$ cat config.mk
export PLATFORM = sky130hd
export DESIGN_NAME = sequential_divider
export DESIGN_NICKNAME = d
export VERILOG_FILES = /design/src/rtl/sequential_divider.sv
export SDC_FILE = /design/constraint.sdc
export NUM_CORES = 1
export LEC_CHECK = 0
export BUFFER_PORTS_ARGS = -buffer_cell sky130_fd_sc_hd__buf_4
export CAP_MARGIN = 20
export CORE_MARGIN = 2
export CORE_UTILIZATION = 40
export DETAILED_ROUTE_END_ITERATION = 12
export MAX_ROUTING_LAYER = met4
export SYNTH_ARGS = -nofsm -noshare
export SYNTH_HDL_FRONTEND = slang
export SYNTH_SLANG_ARGS = --single-unit
$ cat constraint.sdc
create_clock -name Clk -period 4.07 [get_ports Clk]
set_input_delay 0.2035 -clock Clk [delete_from_list [all_inputs] [get_ports Clk]]
set_output_delay 0.2035 -clock Clk [all_outputs]
set_load 0.02 [all_outputs]
$ cat src/rtl/sequential_divider.sv
// Signed restoring divider, one quotient bit per clock.
// Truncating division with hex display outputs.
module sequential_divider #(
    parameter int WIDTH = 8
) (
    input  logic             Clk,
    input  logic             Reset,
    input  logic [WIDTH-1:0] Din,
    input  logic             Load_divisor,
    input  logic             Execute,
    output logic [WIDTH-1:0] Quotient,
    output logic [WIDTH-1:0] Remainder,
    output logic [WIDTH-1:0] Divisor_val,
    output logic             Busy,
    output logic             Done,
    output logic             Div_zero,
    output logic             Overflow,
    output logic [6:0]       QhexU,
    output logic [6:0]       QhexL,
    output logic [6:0]       RhexU,
    output logic [6:0]       RhexL
);

    typedef enum logic [1:0] {IDLE, ITER, FIX, DONE} state_t;

    localparam int CW = $clog2(WIDTH);
    localparam logic [WIDTH-1:0] MIN = {1'b1, {(WIDTH-1){1'b0}}};
    localparam logic [CW-1:0] LAST = CW'(WIDTH - 1);

    state_t state, state_n;

    logic [CW-1:0]    count;
    logic [WIDTH-1:0] div, q, d, r, dvd;
    logic             sign_q, sign_r, dz_p, ov_p;
    logic [WIDTH-1:0] r_sh;
    logic [WIDTH:0]   t;

    function automatic logic [WIDTH-1:0] mag(input logic [WIDTH-1:0] x);
        return x[WIDTH-1] ? (~x + 1'b1) : x;
    endfunction

    function automatic logic [6:0] seg(input logic [3:0] n);
        logic [6:0] s;
        case (n)
            4'h0: s = 7'b1000000;
            4'h1: s = 7'b1111001;
            4'h2: s = 7'b0100100;
            4'h3: s = 7'b0110000;
            4'h4: s = 7'b0011001;
            4'h5: s = 7'b0010010;
            4'h6: s = 7'b0000010;
            4'h7: s = 7'b1111000;
            4'h8: s = 7'b0000000;
            4'h9: s = 7'b0010000;
            4'hA: s = 7'b0001000;
            4'hB: s = 7'b0000011;
            4'hC: s = 7'b1000110;
            4'hD: s = 7'b0100001;
            4'hE: s = 7'b0000110;
            default: s = 7'b0001110;
        endcase
        return s;
    endfunction

    // State register
    always_ff @(posedge Clk or negedge Reset) begin
        if (!Reset) state <= IDLE;
        else        state <= state_n;
    end

    // Next-state logic; DONE waits for Execute release
    always_comb begin
        state_n = state;
        case (state)
            IDLE: if (Execute) state_n = ITER;
            ITER: if (count == LAST) state_n = FIX;
            FIX:  state_n = DONE;
            DONE: if (!Execute) state_n = IDLE;
            default: state_n = IDLE;
        endcase
    end

    // Shifted partial remainder and trial subtraction
    always_comb begin
        r_sh = {r[WIDTH-2:0], q[WIDTH-1]};
        t    = {1'b0, r_sh} - {1'b0, d};
    end

    // Operand capture, iteration and result registers
    always_ff @(posedge Clk or negedge Reset) begin
        if (!Reset) begin
            count     <= '0;
            div       <= '0;
            q         <= '0;
            d         <= '0;
            r         <= '0;
            dvd       <= '0;
            sign_q    <= 1'b0;
            sign_r    <= 1'b0;
            dz_p      <= 1'b0;
            ov_p      <= 1'b0;
            Quotient  <= '0;
            Remainder <= '0;
            Div_zero  <= 1'b0;
            Overflow  <= 1'b0;
        end else begin
            case (state)
                IDLE: begin
                    if (Execute) begin
                        q      <= mag(Din);
                        d      <= mag(div);
                        r      <= '0;
                        dvd    <= Din;
                        count  <= '0;
                        sign_q <= Din[WIDTH-1] ^ div[WIDTH-1];
                        sign_r <= Din[WIDTH-1];
                        dz_p   <= (div == '0);
                        ov_p   <= (Din == MIN) && (div == '1);
                    end else if (Load_divisor) begin
                        div <= Din;
                    end
                end
                ITER: begin
                    r     <= t[WIDTH] ? r_sh : t[WIDTH-1:0];
                    q     <= {q[WIDTH-2:0], ~t[WIDTH]};
                    count <= count + 1'b1;
                end
                FIX: begin
                    if (dz_p) begin
                        Quotient  <= '1;
                        Remainder <= dvd;
                        Div_zero  <= 1'b1;
                        Overflow  <= 1'b0;
                    end else if (ov_p) begin
                        Quotient  <= MIN;
                        Remainder <= '0;
                        Div_zero  <= 1'b0;
                        Overflow  <= 1'b1;
                    end else begin
                        Quotient  <= sign_q ? (~q + 1'b1) : q;
                        Remainder <= sign_r ? (~r + 1'b1) : r;
                        Div_zero  <= 1'b0;
                        Overflow  <= 1'b0;
                    end
                end
                default: ;
            endcase
        end
    end

    // Status and display decode
    always_comb begin
        Busy        = (state == ITER) || (state == FIX);
        Done        = (state == DONE);
        Divisor_val = div;
        QhexU       = seg(Quotient[7:4]);
        QhexL       = seg(Quotient[3:0]);
        RhexU       = seg(Remainder[7:4]);
        RhexL       = seg(Remainder[3:0]);
    end

endmodule

==> impl_metrics.py, run 1 <==
metrics = {
    "outcome": {
        "status": "finished with violations",
        "violations": "negative hold slack",
    },
    "timing": {
        "worst_clock_skew_ns": 0.00571,
        "hold_viol_final": 42,
        "fmax_mhz": 420,
        "finalSetupViolCount": 0,
        "period_share_pct": 58.5,
        "setup_total_negative_slack_ns": 0,
        "worst_slack_ns": 1.69,
        "rsz0062_at_grt": "false",
        "worst_hold_slack_ns": -0.0384,
        "tightest_slew_ns": 0.941,
        "fin_crit_ns": 2.38,
        "slew_headroom_pct": 37.3,
        "finalMaxSlewViolations": 0,
    },
    "logic_synthesis": {
        "avgSynthCellArea_um2": 9.04,
        "yosysMostFrequentCell": "dfrtp_1",
        "synth_seq_cells": 66,
        "async_flop_share_pct": 100,
        "synth_cell_type_count": 50,
        "synth_edf_count": 0,
        "ys_warn_count": 0,
        "synth_area_leaders": "dfrtp_1, ha_1, o21ai_0, mux2i_1, nand2_1",
        "syn-num-nets": 575,
        "yosys.area.top_type_share_pct": 35.3,
        "seq_area_frac_synth_pct": 35.3,
        "syn_inst": 518,
        "syn-cell-area_um2": 4680,
        "yosysTopAreaCell": "dfrtp_1",
        "netlist_top_cells_count": "dfrtp_1, nand2_1, ha_1, nor2_1, o21ai_0",
        "synth_top_flop_cell": "dfrtp_1",
    },
    "worst_setup_path": {
        "path_class": "reg -> reg",
        "crit_path_top_delay_cell": "fa_1",
        "r2r_cells": 7,
        "start_kind": "register",
        "crit_chain": "inv_1, ha_1, fa_1, nand2b_1, a2111oi_2, nor2_1, o311ai_0",
        "cp_max_fo": 11,
        "endpoint_kind": "register",
        "r2r_slack_ns": 1.69,
        "rr_endpoint": "r[1]",
        "rr_startpoint": "q[7]",
        "worstPathArrival_ns": 2.58,
        "critPathMaxStageDelay_ns": 0.40,
        "cp.required_ns": 4.27,
    },
    "layout": {
        "layout.cells.non_filler": 720,
        "layout.nets": 629,
        "ff_latch_area_um2": 1650,
        "fillers": 1075,
        "multi_input_area_um2": 2790,
        "drive_above_1_share_pct": 19.2,
        "final_core_util_pct": 49.2,
        "diodes": 0,
        "area.growth.synth_to_final_pct": 20.0,
    },
    "clocking": {
        "clk_pin_slew_worst_paths_ns": 0.05,
        "cts_tree": "done",
        "clk_latency_ns": 0.33,
        "post_cts_buffers": 0,
        "numCtsBuffers": 9,
        "post_cts_resized": 0,
        "htreeDepth": 3,
        "clock_sinks": 66,
        "cts-root-buf": "clkbuf_16",
        "clock_path_buffers": 2,
        "cts_hold_buf": 0,
    },
    "drt": {
        "vias": 3837,
        "drc_errors": 0,
        "final_antenna_net_count": 0,
        "drtIter0Drc": 252,
        "dr.pass1.iters": 4,
        "routed_wl_mm": 10.6,
        "viasPerCell": 5.33,
        "wl_per_cell_um": 14.7,
    },
    "floorplanning": {
        "die_h_um": 112,
        "dieArea_um2": 12600,
        "initial_core_util_pct": 41.0,
        "die_w_um": 112,
        "core-area_um2": 11400,
        "ioPinCount": 68,
        "num_rows": 39,
    },
    "place": {
        "port_buffers": 67,
        "routabilityCongestion": 0.953,
        "post-place-ws_ns": 1.70,
        "dp_cells": 703,
        "hpwl_mm": 7.81,
    },
    "grt": {
        "grt_overflow": 0,
        "grt_use_met1_pct": 25.1,
        "use_met2_pct": 26.9,
        "grt_start_max_net_pins": 67,
        "grt_pass1_wl_mm": 18.1,
        "grt_antenna_before_repair": 0,
        "grt_use_met3_pct": 2.81,
        "grt_pass1_vias": 3641,
        "grt-busiest-layer": "met2",
        "grt_use_total_pct": 17.9,
    },
    "worst_hold_path": {
        "holdCritPathClass": "in -> async",
    },
    "flow_run": {
        "max_cap_viol_count": 0,
    },
}
## area by class of cell
cell class	instances	share of cell area [%]
Sequential cell	66	29.4
Multi-Input combinational cell	387	49.6
Tap cell	143	3.18
Timing Repair Buffer	70	9.70
Inverter	38	2.54
Clock inverter	1	0.534
Clock buffer	15	5.12
## cells by family (layout without fill, tap and decap cells)
family / Yosys count / in the layout / share of synthesized area, %
flops: 66 / 66 / 35.3
compound gates: 136 / 136 / 18.6
buf+inv: 65 / 124 / 5.26
xor+xnor: 27 / 27 / 5.05
simple gates: 141 / 141 / 14.0
mux: 38 / 38 / 9.59
fa+ha+maj: 45 / 45 / 12.2
## metal layers
| layer | up-vias | part of all wire, % |
|---|---|---|
| met5 | - | 0 |
| met4 | 0 | 1.5 |
| met3 | 14 | 4.5 |
| met2 | 87 | 44 |
| met1 | 1806 | 50 |
| li1 | 1930 | - |
## sequential cells by signal, summed over array words and instances, names as in the netlist, 2 cells and up
register     count
Quotient         8
d                8
count            3
dvd              8
Divisor_val      8
Remainder        8
q                8
state            2
r                8
## critical path, delay by kind of cell (launching register included)
kind / cells / cell delay [ns]
AO/OA/AOI/OAI: 2 / 0.71
adder cells (fa/ha/maj): 2 / 0.61
buffers and inverters: 1 / 0.09
flip-flops: 1 / 0.37
AND/OR/NAND/NOR: 2 / 0.46
## stage by stage
step	hold WS, ns	area, µm²
floorplan	-0.0921	4680
global placement	0.357	5280
detailed placement	0.363	5280
CTS	0.00788	5600
global route	0.0274	5620
finish	-0.0384	5620
## worst max path at each step
stage	slack [ns]	from	endpoint
after floorplan	1.91	q[7]	r[5]
after global placement	1.77	q[7]	q[0]
after detailed placement	1.70	q[7]	r[1]
after CTS	1.68	q[7]	r[1]
after global routing	1.47	q[7]	r[6]
final	1.69	q[7]	r[1]
## layout by cell type (no fill, tap or decap), drive strengths merged, types with 4 or more instances in the layout
| cell type | instances |
|---|---|
| a21oi | 34 |
| a22o | 9 |
| a32o | 4 |
| buf | 70 |
| clkbuf | 15 |
| dfrtp | 66 |
| ha | 44 |
| inv | 37 |
| mux2 | 15 |
| mux2i | 19 |
| mux4 | 4 |
| nand2 | 50 |
| nand2b | 9 |
| nand3 | 5 |
| nand3b | 4 |
| nor2 | 43 |
| nor2b | 10 |
| o21a | 4 |
| o21ai | 44 |
| o22ai | 4 |
| o311ai | 5 |
| o31ai | 10 |
| or3 | 4 |
| xnor2 | 13 |
| xor2 | 14 |
Power of run 1 is left out: the tool's default activity adds up to more than one toggle a clock period on the data nets, which glitch-free logic cannot reach.
==> run 2, diff against run 1 <==
--- a/config.mk
+++ b/config.mk
@@ -5,6 +5,7 @@
 export SDC_FILE = /design/constraint.sdc
 export NUM_CORES = 1
 export LEC_CHECK = 0
+export ABC_AREA = 1
 export BUFFER_PORTS_ARGS = -buffer_cell sky130_fd_sc_hd__buf_4
 export CAP_MARGIN = 20
 export CORE_MARGIN = 2
==> constraint.sdc (replaced) <==
create_clock -name Clk -period 2.1 [get_ports Clk]
set_input_delay 0.105 -clock Clk [delete_from_list [all_inputs] [get_ports Clk]]
set_output_delay 0.105 -clock Clk [all_outputs]
set_load 0.02 [all_outputs]
==> run 2 against run 1 <==
The flow now finishes without violations. Critical endpoint unchanged. Via count rose by 17%. Die area rose by 0.38%. Register-to-register slack got worse by 1.5 ns. Global-route usage rose by 2.1 points. First-iteration DRC count rose by 41%. Worst hold slack improved by 0.13 ns. Setup slack got worse by 1.5 ns.
==> impl_metrics.py, run 2 <==
metrics = {
    "outcome": {
        "status": "finished clean",
    },
    "logic_synthesis": {
        "yosysTopAreaCell": "dfrtp_1",
        "syn_inst": 645,
        "seq_area_frac_synth_pct": 35.1,
        "synth_cell_type_count": 37,
        "syn-cell-area_um2": 4700,
        "syn-num-nets": 702,
        "async_flop_share_pct": 100,
        "ys_warn_count": 0,
        "synth_edf_count": 0,
        "synth_seq_cells": 66,
        "synth_top_flop_cell": "dfrtp_1",
        "netlist_top_cells_count": "nand2_1, inv_1, dfrtp_1, o21ai_0, nand3_1",
        "synth_area_leaders": "dfrtp_1, nand2_1, ha_1, inv_1, o21ai_0",
        "avgSynthCellArea_um2": 7.29,
        "yosysMostFrequentCell": "nand2_1",
        "yosys.area.top_type_share_pct": 35.1,
    },
    "layout": {
        "area.growth.synth_to_final_pct": 21.3,
        "final_common_cell": "nand2_1",
        "final_core_util_pct": 49.7,
        "fillers": 1100,
        "mostFrequentLayoutCells": "nand2_1, inv_1, buf_4",
        "layout.nets": 769,
        "drive_above_1_share_pct": 13.9,
        "diodes": 0,
    },
    "pwr": {
        "switching_share_pct": 48.8,
        "pwr-share-clk_pct": 16.2,
        "p_seq_share_pct": 23.1,
        "combPwrFrac_pct": 60.7,
        "p_leak_nw": 2.99,
        "ir_drop_mv": 0.895,
        "switchingPower_mw": 5.34,
        "cell_internal_pwr_mw": 5.60,
        "pwr_density_cell_nw_per_um2": 1920,
    },
    "drt": {
        "highest-signal-layer": "met4",
        "met3_length_um": 608,
        "routed_wl_mm": 12.0,
        "final_antenna_net_count": 0,
        "wl_met2_mm": 5.46,
        "viasPerCell": 5.24,
        "drc_errors": 0,
        "vias": 4506,
        "wl_per_cell_um": 14.0,
        "dr.pass1.iters": 5,
        "wl_met1_mm": 5.85,
        "drtIter0Drc": 356,
    },
    "floorplanning": {
        "die_w_um": 112,
        "dieArea_um2": 12600,
        "initial_core_util_pct": 41.0,
        "num_rows": 39,
        "die_h_um": 112,
        "core-area_um2": 11500,
        "ioPinCount": 68,
    },
    "place": {
        "port_buffers": 67,
        "routabilityCongestion": 0.892,
        "hpwl_mm": 9.22,
    },
    "worst_setup_path": {
        "cp.required_ns": 2.31,
        "cp_max_fo": 9,
        "worstPathArrival_ns": 2.13,
        "endpoint_kind": "register",
        "path_class": "reg -> reg",
        "start_kind": "register",
    },
    "grt": {
        "grt_use_total_pct": 20.0,
        "grt_pass1_vias": 4184,
        "grt_start_max_net_pins": 67,
        "grt_pass1_wl_mm": 20.4,
        "grt_overflow": 0,
        "grt_antenna_before_repair": 0,
    },
    "timing": {
        "worst_clock_skew_ns": 0.00785,
        "setup_total_negative_slack_ns": 0,
        "fmax_mhz": 520,
        "fin_crit_ns": 1.92,
        "tightest_slew_ns": 0.838,
        "finalSetupViolCount": 0,
        "finalMaxSlewViolations": 0,
        "hold_viol_final": 0,
        "rsz0062_at_grt": "false",
        "period_share_pct": 91.6,
        "slew_headroom_pct": 44.1,
        "worst_hold_slack_ns": 0.0919,
    },
    "clocking": {
        "clock_sinks": 66,
        "htreeDepth": 3,
        "cts-root-buf": "clkbuf_16",
        "cts_tree": "done",
        "clk_pin_slew_worst_paths_ns": 0.06,
        "clk_latency_ns": 0.33,
        "clock_path_buffers": 2,
        "post_cts_resized": 0,
        "numCtsBuffers": 9,
    },
    "worst_hold_path": {
        "holdCritPathClass": "in -> reg",
    },
    "flow_run": {
        "max_cap_viol_count": 0,
    },
}
[run 2: path summary, 6_finish.rpt]
path,startpoint,endpoint,slack (ns),depth (start not counted)
max in group asynchronous,Reset,Quotient[7],1.13,2
min reg2reg,d[2],d[2],0.48,2
min in group asynchronous,Reset,d[3],0.41,2
min,Din[6],dvd[6],0.09,3
max,q[7],r[1],0.18,11
max reg2reg,q[7],r[1],0.18,11
[run 2: power groups by stage]
stage	sequential [mW]	clock, mW	combinational (mW)
after global placement	2.52	0	6.51
after global routing	2.62	1.84	7.46
after detailed placement	2.55	0	6.63
final	2.53	1.77	6.64
after CTS	2.53	1.78	6.66
after floorplan	2.56	0	4.49
[run 2: metrics by stage]
step                      cell area [µm²]  instances  total power, mW  worst slack (ns)
after CTS                            5700        860             11.0             0.175
after detailed placement             5340        843             9.17             0.185
after global placement               5340        843             9.04             0.240
after floorplan                      4700        645             7.04             0.376
after global routing                 5700        860             11.9            0.0160
final                                5700        860             10.9             0.176
[run 2: layout make-up]
| type | instances | area (µm²) | area share [%] |
|---|---|---|---|
| Multi-Input combinational cell | 468 | 2610 | 45.7 |
| Sequential cell | 66 | 1650 | 29.0 |
| Timing Repair Buffer | 74 | 558 | 9.78 |
| Inverter | 93 | 352 | 6.16 |
| Clock buffer | 12 | 256 | 4.50 |
| Tap cell | 143 | 179 | 3.14 |
| Clock inverter | 4 | 97.6 | 1.71 |
[run 2: what timing repair did]
item                                    in CTS  in global routing
hold buffers                                 1                  0
setup buffers                                0                  0
endpoints found under the setup margin       0                  0
endpoints found under the hold margin       66                  0
[run 2: cell families after synthesis]
family | after synthesis | synth area share (%)
buffers and inverters | 111 | 9.42
AO/OA/AOI/OAI | 133 | 16.5
XOR/XNOR | 12 | 2.23
adder cells (fa/ha/maj) | 45 | 12.1
AND/OR/NAND/NOR | 278 | 24.6
flip-flops | 66 | 35.1
[run 2: layer usage]
| metal | track usage (%) | up-vias |
|---|---|---|
| li1 | - | 2245 |
| met2 | 31.3 | 131 |
| met5 | - | - |
| met1 | 28.0 | 2118 |
| met4 | 4.80 | 0 |
| met3 | 2.43 | 12 |
[run 2: worst max-delay path: stages, from the launching register on]
cell and delay (ns):
dfrtp_1 0.34, inv_1 0.09, ha_1 0.22, fa_1 0.35, inv_1 0.10, nand3_1 0.09
nand2_2 0.11, nand2_2 0.14, nand2_4 0.15, nand2_1 0.06, nand3_1 0.06, o21ai_0 0.09
Power figures use the tool's default switching activity.
==> run 3, diff against run 2 <==
--- a/config.mk
+++ b/config.mk
@@ -5,13 +5,14 @@
 export SDC_FILE = /design/constraint.sdc
 export NUM_CORES = 1
 export LEC_CHECK = 0
-export ABC_AREA = 1
 export BUFFER_PORTS_ARGS = -buffer_cell sky130_fd_sc_hd__buf_4
 export CAP_MARGIN = 20
+export CORE_ASPECT_RATIO = 1.2
 export CORE_MARGIN = 2
 export CORE_UTILIZATION = 40
 export DETAILED_ROUTE_END_ITERATION = 12
 export MAX_ROUTING_LAYER = met4
+export SKIP_CTS_REPAIR_TIMING = 1
 export SYNTH_ARGS = -nofsm -noshare
 export SYNTH_HDL_FRONTEND = slang
 export SYNTH_SLANG_ARGS = --single-unit
==> run 3 against run 2 <==
Final area is 3.7% higher. Non-clock buffer count up 27. Critical path type unchanged. Highest routed layer unchanged. Flip-flop and latch count unchanged. Clock-buffer cell count is 2 higher. Register-to-register slack got worse by 0.10 ns. Sequential share of layout area down 0.89 points. Utilization rose by 1.6 points.
==> impl_metrics.py, run 3 (same netlist as run 1, synthesis figures left out) <==
metrics = {
    "timing": {
        "worst_clock_skew_ns": 0.00680,
        "rsz0062_at_grt": "true",
        "hold_viol_final": 0,
        "slew_headroom_pct": 43.6,
        "worst_slack_ns": 0.0730,
        "finalSetupViolCount": 0,
        "tightest_slew_ns": 0.846,
        "setup_total_negative_slack_ns": 0,
        "period_share_pct": 96.5,
        "fmax_mhz": 493,
        "fin_crit_ns": 2.03,
        "finalMaxSlewViolations": 0,
    },
    "clocking": {
        "clk_latency_ns": 0.33,
        "clk_pin_slew_worst_paths_ns": 0.05,
        "htreeDepth": 3,
        "clock_path_buffers": 2,
        "numCtsBuffers": 9,
        "clock_sinks": 66,
        "cts_tree": "done",
        "cts-root-buf": "clkbuf_16",
    },
    "layout": {
        "layout.nets": 661,
        "diodes": 0,
        "multi_input_area_um2": 2860,
        "area.growth.synth_to_final_pct": 26.3,
        "ff_latch_area_um2": 1660,
        "drive_above_1_share_pct": 26.6,
        "mostFrequentLayoutCells": "buf_4, dfrtp_1, nand2_1",
        "postLayoutCellArea_um2": 5910,
        "final_core_util_pct": 51.4,
        "final_common_cell": "buf_4",
        "fillers": 1119,
    },
    "place": {
        "routabilityCongestion": 0.861,
        "place_area_um2": 5520,
        "port_buffers": 67,
        "post-place-ws_ns": -0.0883,
        "hpwl_mm": 8.13,
    },
    "worst_setup_path": {
        "worstPathBufferInverterCount": 1,
        "cp_max_fo": 6,
        "path_class": "reg -> reg",
        "start_kind": "register",
        "worstPathArrival_ns": 2.29,
        "cp.required_ns": 2.36,
        "crit_family": "compound AO/OA/AOI/OAI gates",
        "critPathMaxStageDelay_ns": 0.40,
        "crit_chain": "ha_4, fa_2, nand2b_4, a2111oi_4, buf_4, nor2_4, a211o_1, o21ai_1",
        "crit_path_top_delay_cell": "dfrtp_1",
        "critical_path.startpoint": "d[0]",
        "endpoint_kind": "register",
        "rr_startpoint": "d[0]",
    },
    "floorplanning": {
        "die_w_um": 103,
        "dieArea_um2": 12600,
        "initial_core_util_pct": 40.7,
        "ioPinCount": 68,
        "num_rows": 43,
        "core-area_um2": 11500,
        "die_h_um": 123,
    },
    "grt": {
        "grt_pass1_vias": 3633,
        "grt_antenna_before_repair": 0,
        "grt_overflow": 0,
        "grt_start_max_net_pins": 67,
        "grt_pass1_wl_mm": 17.5,
        "grt_use_total_pct": 18.1,
    },
    "drt": {
        "drtIter0Drc": 183,
        "drc_errors": 0,
        "vias": 3967,
        "dr.pass1.iters": 4,
        "viasPerCell": 5.18,
        "wl_per_cell_um": 14.2,
        "routed_wl_mm": 10.9,
        "final_antenna_net_count": 0,
    },
    "flow_run": {
        "max_cap_viol_count": 0,
    },
    "worst_hold_path": {
        "holdCritPathClass": "in -> reg",
        "hold_path.startpoint": "Din[6]",
    },
    "outcome": {
        "status": "finished clean",
    },
}
==> run 3: stage by stage <==
| stage | instances | hold WS (ns) |
|---|---|---|
| floorplan | 518 | -0.191 |
| global placement | 742 | 0.262 |
| detailed placement | 742 | 0.267 |
| CTS | 758 | -0.0892 |
| global route | 766 | 0.0479 |
| finish | 766 | 0.0473 |
==> run 3: cell type report <==
type	instances	share of cell area, %
multi-input combinational	388	48.3
sequential	66	28.1
timing repair buffer	101	13.1
clock buffer	14	4.63
tap	157	3.32
inverter	38	2.41
clock inverter	2	0.169
==> run 3: final timing paths <==
kind / end / slack, ns / cells past startpoint
setup / recovery: q[0] / 0.07 / 8
hold reg to reg: d[5] / 0.48 / 2
setup reg to reg: q[0] / 0.07 / 8
hold / removal: dvd[6] / 0.05 / 2
min in group asynchronous: state[1] / 0.40 / 2
max in group asynchronous: Remainder[4] / 1.08 / 2
==> run 3: per-layer routing <==
layer | routed length (µm) | vias to the layer above | global-route usage, %
met5 | 0 | - | -
met4 | 166 | 0 | 6.25
met1 | 4930 | 1878 | 22.8
met3 | 410 | 14 | 2.39
met2 | 5370 | 87 | 30.0
li1 | - | 1988 | -
Power of run 3 is left out for the same reason.
